**config.mk**
```make
export PLATFORM = sky130hd
export DESIGN_NAME = filter_index_seq
export DESIGN_NICKNAME = d
export VERILOG_FILES = /design/src/rtl/filter_index_seq.sv
export SDC_FILE = /design/constraint.sdc
export NUM_CORES = 1
export LEC_CHECK = 0
export ABC_AREA = 0
export CAP_MARGIN = 20
export CORE_UTILIZATION = 40
export DETAILED_ROUTE_END_ITERATION = 8
export PLACE_DENSITY = 0.64
export SYNTH_ARGS = -nofsm -noshare
export SYNTH_HDL_FRONTEND = slang
export SYNTH_SLANG_ARGS = --single-unit
```
**constraint.sdc**
```tcl
create_clock -name clk -period 3.83 [get_ports clk]
set_input_delay 0.9575 -clock clk [delete_from_list [all_inputs] [get_ports clk]]
set_output_delay 0.9575 -clock clk [all_outputs]
set_load 0.1 [all_outputs]
```
**src/rtl/filter_index_seq.sv**
```systemverilog
// Filter / kernel-position index sequencer with a valid/ready beat stream.
// Walks every state_idx of every filter_idx once per run and derives an address per beat.
module filter_index_seq #(
    parameter int unsigned N_STATES  = 9,
    parameter int unsigned N_FILTERS = 16,
    parameter int unsigned SW        = 4,
    parameter int unsigned FW        = 8,
    parameter int unsigned AW        = 8
) (
    input  logic          clk,
    input  logic          rst,
    input  logic          start,
    input  logic          mode,
    input  logic          abort,
    input  logic          out_ready,
    output logic          out_valid,
    output logic [SW-1:0] state_idx,
    output logic [FW-1:0] filter_idx,
    output logic [AW-1:0] addr,
    output logic          last_state,
    output logic          last,
    output logic          busy,
    output logic          done
);

    typedef enum logic [1:0] {
        IDLE,
        RUN,
        DONE
    } fsm_t;

    localparam logic [SW-1:0] S_LAST = SW'(N_STATES - 1);
    localparam logic [FW-1:0] F_LAST = FW'(N_FILTERS - 1);
    localparam logic [AW-1:0] NS_A   = AW'(N_STATES);

    fsm_t          state_q, state_d;
    logic [SW-1:0] sidx_q, sidx_d;
    logic [FW-1:0] fidx_q, fidx_d;
    logic          mode_q, mode_d;

    logic          at_s_last;
    logic          at_f_last;
    logic [AW-1:0] f_a;
    logic [AW-1:0] s_a;

    always_ff @(posedge clk or negedge rst) begin
        if (!rst) begin
            state_q <= IDLE;
            sidx_q  <= '0;
            fidx_q  <= '0;
            mode_q  <= 1'b0;
        end else begin
            state_q <= state_d;
            sidx_q  <= sidx_d;
            fidx_q  <= fidx_d;
            mode_q  <= mode_d;
        end
    end

    assign at_s_last = (sidx_q == S_LAST);
    assign at_f_last = (fidx_q == F_LAST);

    always_comb begin
        state_d = state_q;
        sidx_d  = sidx_q;
        fidx_d  = fidx_q;
        mode_d  = mode_q;
        unique case (state_q)
            IDLE: begin
                sidx_d = '0;
                fidx_d = '0;
                if (start) begin
                    state_d = RUN;
                    mode_d  = mode;
                end
            end
            RUN: begin
                // abort outranks a coincident handshake: that beat is dropped
                if (abort) begin
                    state_d = IDLE;
                    sidx_d  = '0;
                    fidx_d  = '0;
                end else if (out_ready) begin
                    if (at_s_last && at_f_last) begin
                        state_d = DONE;
                        sidx_d  = '0;
                        fidx_d  = '0;
                    end else if (at_s_last) begin
                        sidx_d = '0;
                        fidx_d = fidx_q + FW'(1);
                    end else begin
                        sidx_d = sidx_q + SW'(1);
                    end
                end
            end
            DONE: begin
                state_d = IDLE;
            end
            default: begin
                state_d = IDLE;
            end
        endcase
    end

    // Outputs decode registered state only; out_ready never reaches them.
    assign out_valid  = (state_q == RUN);
    assign busy       = (state_q == RUN);
    assign done       = (state_q == DONE);
    assign state_idx  = sidx_q;
    assign filter_idx = fidx_q;
    assign last_state = out_valid & at_s_last;
    assign last       = out_valid & at_s_last & at_f_last;

    assign f_a  = AW'(fidx_q);
    assign s_a  = AW'(sidx_q);
    assign addr = mode_q ? (f_a * NS_A + s_a) : (f_a + s_a);

endmodule

```
-- Word level (Yosys, flattened, before mapping)
Cells that the tools add are included.
- $add $sub $neg: 4
- multiply operators: 1
- equality and inequality tests: 8
- mux-type cells: 16
- bitwise logic cells: 2
- reductions and logical operators: 7
- operators with widths (cell ; number):
    $mux W8 ; 5
    $add A8 B4 Y8 ; 2
    $mux W4 ; 4
    $pmux W8 S2 ; 1
    $add A8 B1 Y8 const B ; 1
    $eq A8 B4 Y1 const B ; 1
    $mul A8 B4 Y8 const B ; 1
    $mux W2 ; 4
    $pmux W4 S2 ; 1
    $reduce_and A3 Y1 ; 2
    $add A4 B1 Y4 const B ; 1
    $eq A4 B4 Y1 const B ; 1
    $ne A4 B2 Y1 const B ; 1
    $pmux W2 S2 ; 1
    $reduce_and A2 Y1 ; 2
    $ne A3 B2 Y1 const B ; 1
    $ne A3 B3 Y1 const B ; 1
    $and A1 B1 Y1 ; 2
    $eq A2 B1 Y1 const B ; 1
    $eq A2 B2 Y1 const B ; 1
    $logic_not A2 Y1 ; 1
    $ne A2 B2 Y1 const B ; 1
    $reduce_bool A2 Y1 ; 1
    $logic_and A1 B1 Y1 ; 1
- flip-flop bits (word level): 15
- input bits: 6
- output and inout port bits: 25
- logic and storage cells: 42

-- Depth between registers and ports, before layout
Gate-level depths: netlist of run 1.
- depth in word-level cells: 6
- gate-level depth with buffers: 7
- gate-level depth less buffers: 7

-- Worst setup path after synthesis of run 1
Ideal clock, no wire load.
- kind: register -> output
- start: register fidx_q[1], in the netlist filter_idx[1]
- end: output port addr[7]
- data arrival time: 4.835 ns
- required time: 2.873 ns
- setup slack: -1.962 ns
- cell stages (with the launch flop): 8
- buffers on the path: 0
- path through: dfrtp_1 -> ha_1 -> ha_1 -> fa_1 -> a211oi_1 -> o21a_1 -> nor4_1 -> a211oi_1
- word-level cells in the longest chain between the ends: 3
- elaborated cells between the ends (all ways): 4
- classes of those cells: add/sub (2); mul (1); mux (1)
- ends and longest elaborated chain (element ; RTL line ; source):
    from (decl) ; 38 ; logic [FW-1:0] fidx_q, fidx_d;
    from (signal assigned) ; 55 ; fidx_q <= fidx_d;
    $mul A8 B4 Y8 ; 116 ; assign addr = mode_q ? (f_a * NS_A + s_a) : (f_a + s_a);
    $add A8 B4 Y8 ; 116 ;
    $mux W8 (*) ; 116 ;
    to (decl) ; 19 ; output logic [AW-1:0] addr,
Every way passes the cells marked *; elsewhere a longest branch is shown, timed or not.

-- Final worst setup path of run 1
- start: register fidx_q[4], in the netlist filter_idx[4]
- end: output port addr[7]
The elaborated chain is that of the path after synthesis.

==> flow_summary.ini, run 1 <==
[cts]
hold_buffers = 0
cts.clk_slew.worst_paths_ps = 60
cts_max_level = 1
cts.repair.resized = 0
cts.sinks = 15
cts_tree = done
clock_latency_ps = 240
cts_root_buf = clkbuf_8
cts_max_path_buffers = 2
cts_setup_buffers = 0
cts_inserted_buffers = 3

[timing]
setup_viol = 0
hold_viol = 0
max_freq_mhz = 270
finalMaxSlewViolations = 0
maxSlewHeadroom_pct = 32.8
rsz0062_at_grt = no
fin_ws_ps = 126
tightestPinTransition_ps = 1000
final.period_utilization_pct = 96.7
skew_ps = 0.987
finalCriticalPeriod_ps = 3700

[min_path]
hp-start = filter_idx[0]
hold_depth = 1
min_path_type = register to register

[placement]
placed_area_sq_um = 2010
place_inst = 234
place.gp.congestion = 0.790
hpwl_microns = 3030
io_buffers = 30
dp_slack_ps = 390

[worst_setup_path]
crit_chain = ha_4 -> ha_1 -> ha_1 -> o21ai_0 -> o21a_1 -> o211a_1 -> a211oi_4 -> buf_12
cp.depth = 8
cp_max_fo = 11
r2r-start = state_idx[0]
path_delay_family = adder cells
cp_data_required_time_ps = 2870
cpPeakStageDelay_ps = 560
crit_buf_inv = 1
worst-setup-path-type = register to primary output
startpoint = filter_idx[4]
crit_path_end_kind = primary output
start_kind = register
crit_path_top_delay_cell = dfrtp_4
crit_top_cell = ha_1
critPathArrivalTime_ps = 2750
rr_worst_depth = 6

[routing]
firstDrtPassIters = 4
ant_nets = 0
drt_iter0_drc = 55
vias_per_cell = 5.54
drcViolationCount = 0
drt-total-wl_microns = 3670
vias = 1318
wl_per_cell_microns = 15.4

[finish]
stdcell_count = 238
diodes = 0
fin_nets = 223
drive_gt1_share_pct = 28.1
final_cell_area_sq_um = 2060
area_delta_synth_final_pct = 39.6

[synthesis]
synth-seq-cells = 15
synth-edff-count = 0
synth_top_flop_cell = dfrtp_1
postSynthCellCount = 162
synthTopCellsByArea = dfrtp_1, ha_1, xnor2_1, fa_1, o21ai_0
seq_area_frac_synth_pct = 25.4
syn_avg_cell_area_sq_um = 9.11
synth_largest_area_cell = dfrtp_1
yosys.area.top_type_share_pct = 25.4
synthArstFlopShare_pct = 100
ys_warn_count = 0
synth.distinct_cells = 45
syn_area_sq_um = 1480
syn_nets = 192

[pwr]
p_switching_mw = 0.674
total_power_mw = 1.16
leakage_nw = 0.852
p_sw_share_pct = 58.1
combPwrFrac_pct = 67.1
p_clk_share_pct = 11.0
p_seq_share_pct = 21.9
internal_power_mw = 0.486
peakVddDrop_mv = 0.393
power.density_nw_per_um2 = 563

[grt]
gr-usage-all-layers_pct = 20.7
grt_max_degree = 16
antenna_found_initial = 0
overflow = 0
grt_pass1_vias = 1410
grt_pass1_wl_microns = 6460

[die]
initial_core_util_pct = 42.9
die_w_microns = 62.7
core_area_sq_um = 3440
die_y_microns = 62.7
io_pins = 31
fp-row-count = 21
dieArea_sq_um = 3940

[flow_run]
drv_cap = 0

[run_status]
status = finished clean
cell usage after synthesis, types with 2 or more instances:
cell and instances:
nand3_1 8, fa_1 3, xnor2_1 9, xor2_1 4, nand4_1 2, nor2_1 11
o211ai_1 2, o21ai_0 12, ha_1 21, buf_2 2, a21oi_1 7, a211oi_1 8
clkbuf_1 2, nor3_1 2, nand2_1 9, dfrtp_1 15, a21o_1 3, o22ai_1 2
nor3b_1 2, inv_1 7, or3_1 4, and3_1 4
layout make-up:
class | instances | area (sq um)
inverters | 7 | 26.3
multi-input cells | 135 | 1180
clock buffers | 3 | 41.3
well taps | 46 | 57.6
repair buffers | 31 | 330
clock inverters | 1 | 5.00
flip-flops and latches | 15 | 414
fillers | 300 | 1380
worst reg2reg max path, delay by kind of cell (launching register included):
kind | cells | cell delay, ps
AO/OA/AOI/OAI | 2 | 780
flip-flops | 1 | 500
AND/OR/NAND/NOR | 2 | 270
adder cells (fa/ha/maj) | 1 | 160
buffers and inverters | 1 | 110
placed cells by master (no fill, tap or decap), drive strengths merged:
cell and instances:
xor2 4, a41o 1, nor2 11, nand4 2
a2111oi 1, a211oi 8, clkdlybuf4s50 14, mux2i 1
ha 21, or3b 2, nand2 9, o21a 1
and3b 1, o2111a 1, nand3 9, o21bai 1
buf 17, a31oi 2, or3 4, clkinv 1
a21oi 8, dfrtp 15, o22ai 2, nor3b 2
o21ai 13, xnor2 9, nor3 3, nand3b 1
inv 7, a21boi 1, fa 3, o211a 1
a21o 3, o211ai 3, nor4 2, clkbuf 3
mux2 1, and3 4
cells by family after synthesis:
group                      after synthesis  synth area share, %
DFF                                     15                 25.4
AOI/OAI and AO/OA                       46                 21.2
adders and majority gates               24                 21.9
muxes                                    2                 1.44
and+or+nand+nor                         50                 18.8
buffers and inverters                   12                 3.48
xor gates and xnor gates                13                 7.72
per-stage QoR:
stage | utilization, % | hold slack (ps) | TNS (ps)
finish | 59.8 | 600 | 0
global route | 59.8 | 614 | 0
CTS | 59.7 | 598 | 0
detailed placement | 58.3 | 589 | 0
global placement | 58.3 | 567 | 0
floorplan | - | 633 | -18.8
power by group through the flow:
stage / Combinational [mW] / Sequential, mW / Clock, mW
global placement: 0.771 / 0.253 / 0
global route: 0.819 / 0.263 / 0.138
detailed placement: 0.778 / 0.258 / 0
finish: 0.779 / 0.254 / 0.128
floorplan: 0.523 / 0.320 / 0
CTS: 0.781 / 0.254 / 0.133
worst paths after layout:
check                                 to  slack, ps
max                              addr[7]        130
min                        filter_idx[0]        600
max reg2reg                filter_idx[3]       1930
min reg2reg                filter_idx[0]        600
max in group asynchronous   state_idx[1]       2200
min in group asynchronous   state_idx[0]       1120
flip-flops by register name (all words and copies together), names as in the netlist:
register / cells
state_idx: 4
state_q: 2
filter_idx: 8
mode_q: 1
metal layers:
| metal | GRT usage, % | vias up | part of all wire, % |
|---|---|---|---|
| li1 | - | 661 | - |
| met1 | 23.8 | 627 | 42 |
| met2 | 39.0 | 26 | 53 |
| met3 | 2.37 | 4 | 2.9 |
| met4 | 7.56 | 0 | 1.3 |
| met5 | 0 | - | 0 |
Power figures use the tool's default switching activity.
==> run 2, diff against run 1 <==
Settings changed: PLACE_DENSITY 0.64 to default, PLACE_DENSITY_LB_ADDON from default to 0.1.
==> flow_summary.ini, run 2 (synthesis gave the netlist of run 1 again) <==
[die]
die_w_microns = 62.7
initial_core_util_pct = 42.9
die_y_microns = 62.7
fp-row-count = 21
dieArea_sq_um = 3940
io_pins = 31
core_area_sq_um = 3440

[cts]
cts.sinks = 15
cts.clk_slew.worst_paths_ps = 60
hold_buffers = 0
cts_max_path_buffers = 2
cts_tree = done
cts_inserted_buffers = 3
cts_max_level = 1
clock_latency_ps = 260
cts_root_buf = clkbuf_8

[placement]
hpwl_microns = 2970
io_buffers = 30
dp_slack_ps = 400
place.gp.congestion = 0.828

[timing]
tightestPinTransition_ps = 1010
setup_viol = 0
max_freq_mhz = 270
skew_ps = 2.84
hold_viol = 0
finalCriticalPeriod_ps = 3700
fin_ws_ps = 129
maxSlewHeadroom_pct = 32.6
final.period_utilization_pct = 96.6
finalMaxSlewViolations = 0
whs_ps = 589
fin_setup_tns_ps = 0

[pwr]
leakage_nw = 0.867
p_seq_share_pct = 21.4
p_sw_share_pct = 58.2
p_switching_mw = 0.678
total_power_mw = 1.17
peakVddDrop_mv = 0.482
power.density_nw_per_um2 = 556
combPwrFrac_pct = 67.0
internal_power_mw = 0.488
p_clk_share_pct = 11.6

[worst_setup_path]
crit_top_cell = ha_1
crit_chain = ha_4 -> ha_1 -> ha_1 -> o21ai_0 -> o21a_1 -> o211a_1 -> a211oi_4 -> buf_12
rr_endpoint = filter_idx[3]
cp_max_fo = 7
worst-setup-path-type = register to primary output
crit_path_end_kind = primary output
r2r-start = state_idx[1]
critPathArrivalTime_ps = 2740
rr_worst_depth = 6
crit_path_top_delay_cell = dfrtp_4
regToRegSetupSlack_ps = 1900
cp_data_required_time_ps = 2870
start_kind = register
cpPeakStageDelay_ps = 540

[finish]
largest_reg_flops = 8
seq_area_sq_um = 414
final_cell_mix = buf_4, clkdlybuf4s50_1, ha_1
multi_input_area_sq_um = 1190
fin_nets = 227
nFillCells = 302
mostFrequentLayoutCell = buf_4
drive_gt1_share_pct = 30.6
area_delta_synth_final_pct = 42.1
diodes = 0

[routing]
drcViolationCount = 0
drt-total-wl_microns = 3710
ant_nets = 0
vias = 1334
wl_per_cell_microns = 15.3
vias_per_cell = 5.51
drt_iter0_drc = 70
firstDrtPassIters = 4

[min_path]
holdPathEnd = filter_idx[0]
hold_depth = 1
min_path_type = register to register
hp-start = filter_idx[0]

[grt]
gr-usage-all-layers_pct = 20.5
grt_max_degree = 16
grt_pass1_wl_microns = 6390
antenna_found_initial = 0
grt_pass1_vias = 1323
overflow = 0

[flow_run]
drv_cap = 0

[run_status]
status = finished clean
-- run 2: changes by cell type in the layout (fill, tap and decap cells not counted), sizes merged --
cell  before  now
buf       17   21
-- run 2: repair_timing --
item,CTS,global route
buffers inserted,0,4
resized for setup,0,4
endpoints found under the setup margin,0,2
-- run 2: worst max-delay path: cells and delay by family (launching register included) --
kind / cells / cell delay, ps
buf+inv: 1 / 210
fa+ha+maj: 3 / 880
compound gates: 4 / 860
flops: 1 / 540
-- run 2: layout make-up --
type	instances	area share, %
Clock inverter	1	0.239
Sequential cell	15	19.8
Timing Repair Buffer	35	17.2
Multi-Input combinational cell	135	56.8
Clock buffer	3	1.97
Inverter	7	1.25
Tap cell	46	2.75
-- run 2: metal layers --
metal / track usage [%] / up-vias / part of all wire [%]
met1: 26.0 / 637 / 45
met3: 2.37 / 5 / 2.7
met5: 0 / - / 0
met4: 6.10 / 0 / 1.3
li1: - / 670 / -
met2: 36.1 / 22 / 51
-- run 2: worst max-delay path by stage --
stage                        startpoint  endpoint  slack (ps)  cells past startpoint
final                     filter_idx[1]   addr[7]         130                      8
after global routing      filter_idx[1]   addr[6]         -20                      9
after CTS                 filter_idx[4]   addr[6]          90                      9
after detailed placement  filter_idx[4]   addr[7]         400                      8
after global placement    filter_idx[4]   addr[6]         390                      9
after floorplan           filter_idx[1]   addr[7]         -20                      7
-- run 2: per-stage QoR --
stage               utilization [%]  instance area, sq um  instances
finish                         60.9                  2100        242
global route                   60.9                  2100        242
CTS                            59.7                  2050        238
detailed placement             58.3                  2010        234
global placement               58.3                  2010        234
floorplan                         -                  1640        162
-- run 2: power by group through the flow --
stage	registers [mW]	logic (mW)	clock network, mW
after floorplan	0.320	0.523	0
after global placement	0.253	0.772	0
after detailed placement	0.255	0.776	0
after CTS	0.252	0.779	0.136
after global routing	0.257	0.819	0.144
final	0.249	0.781	0.135
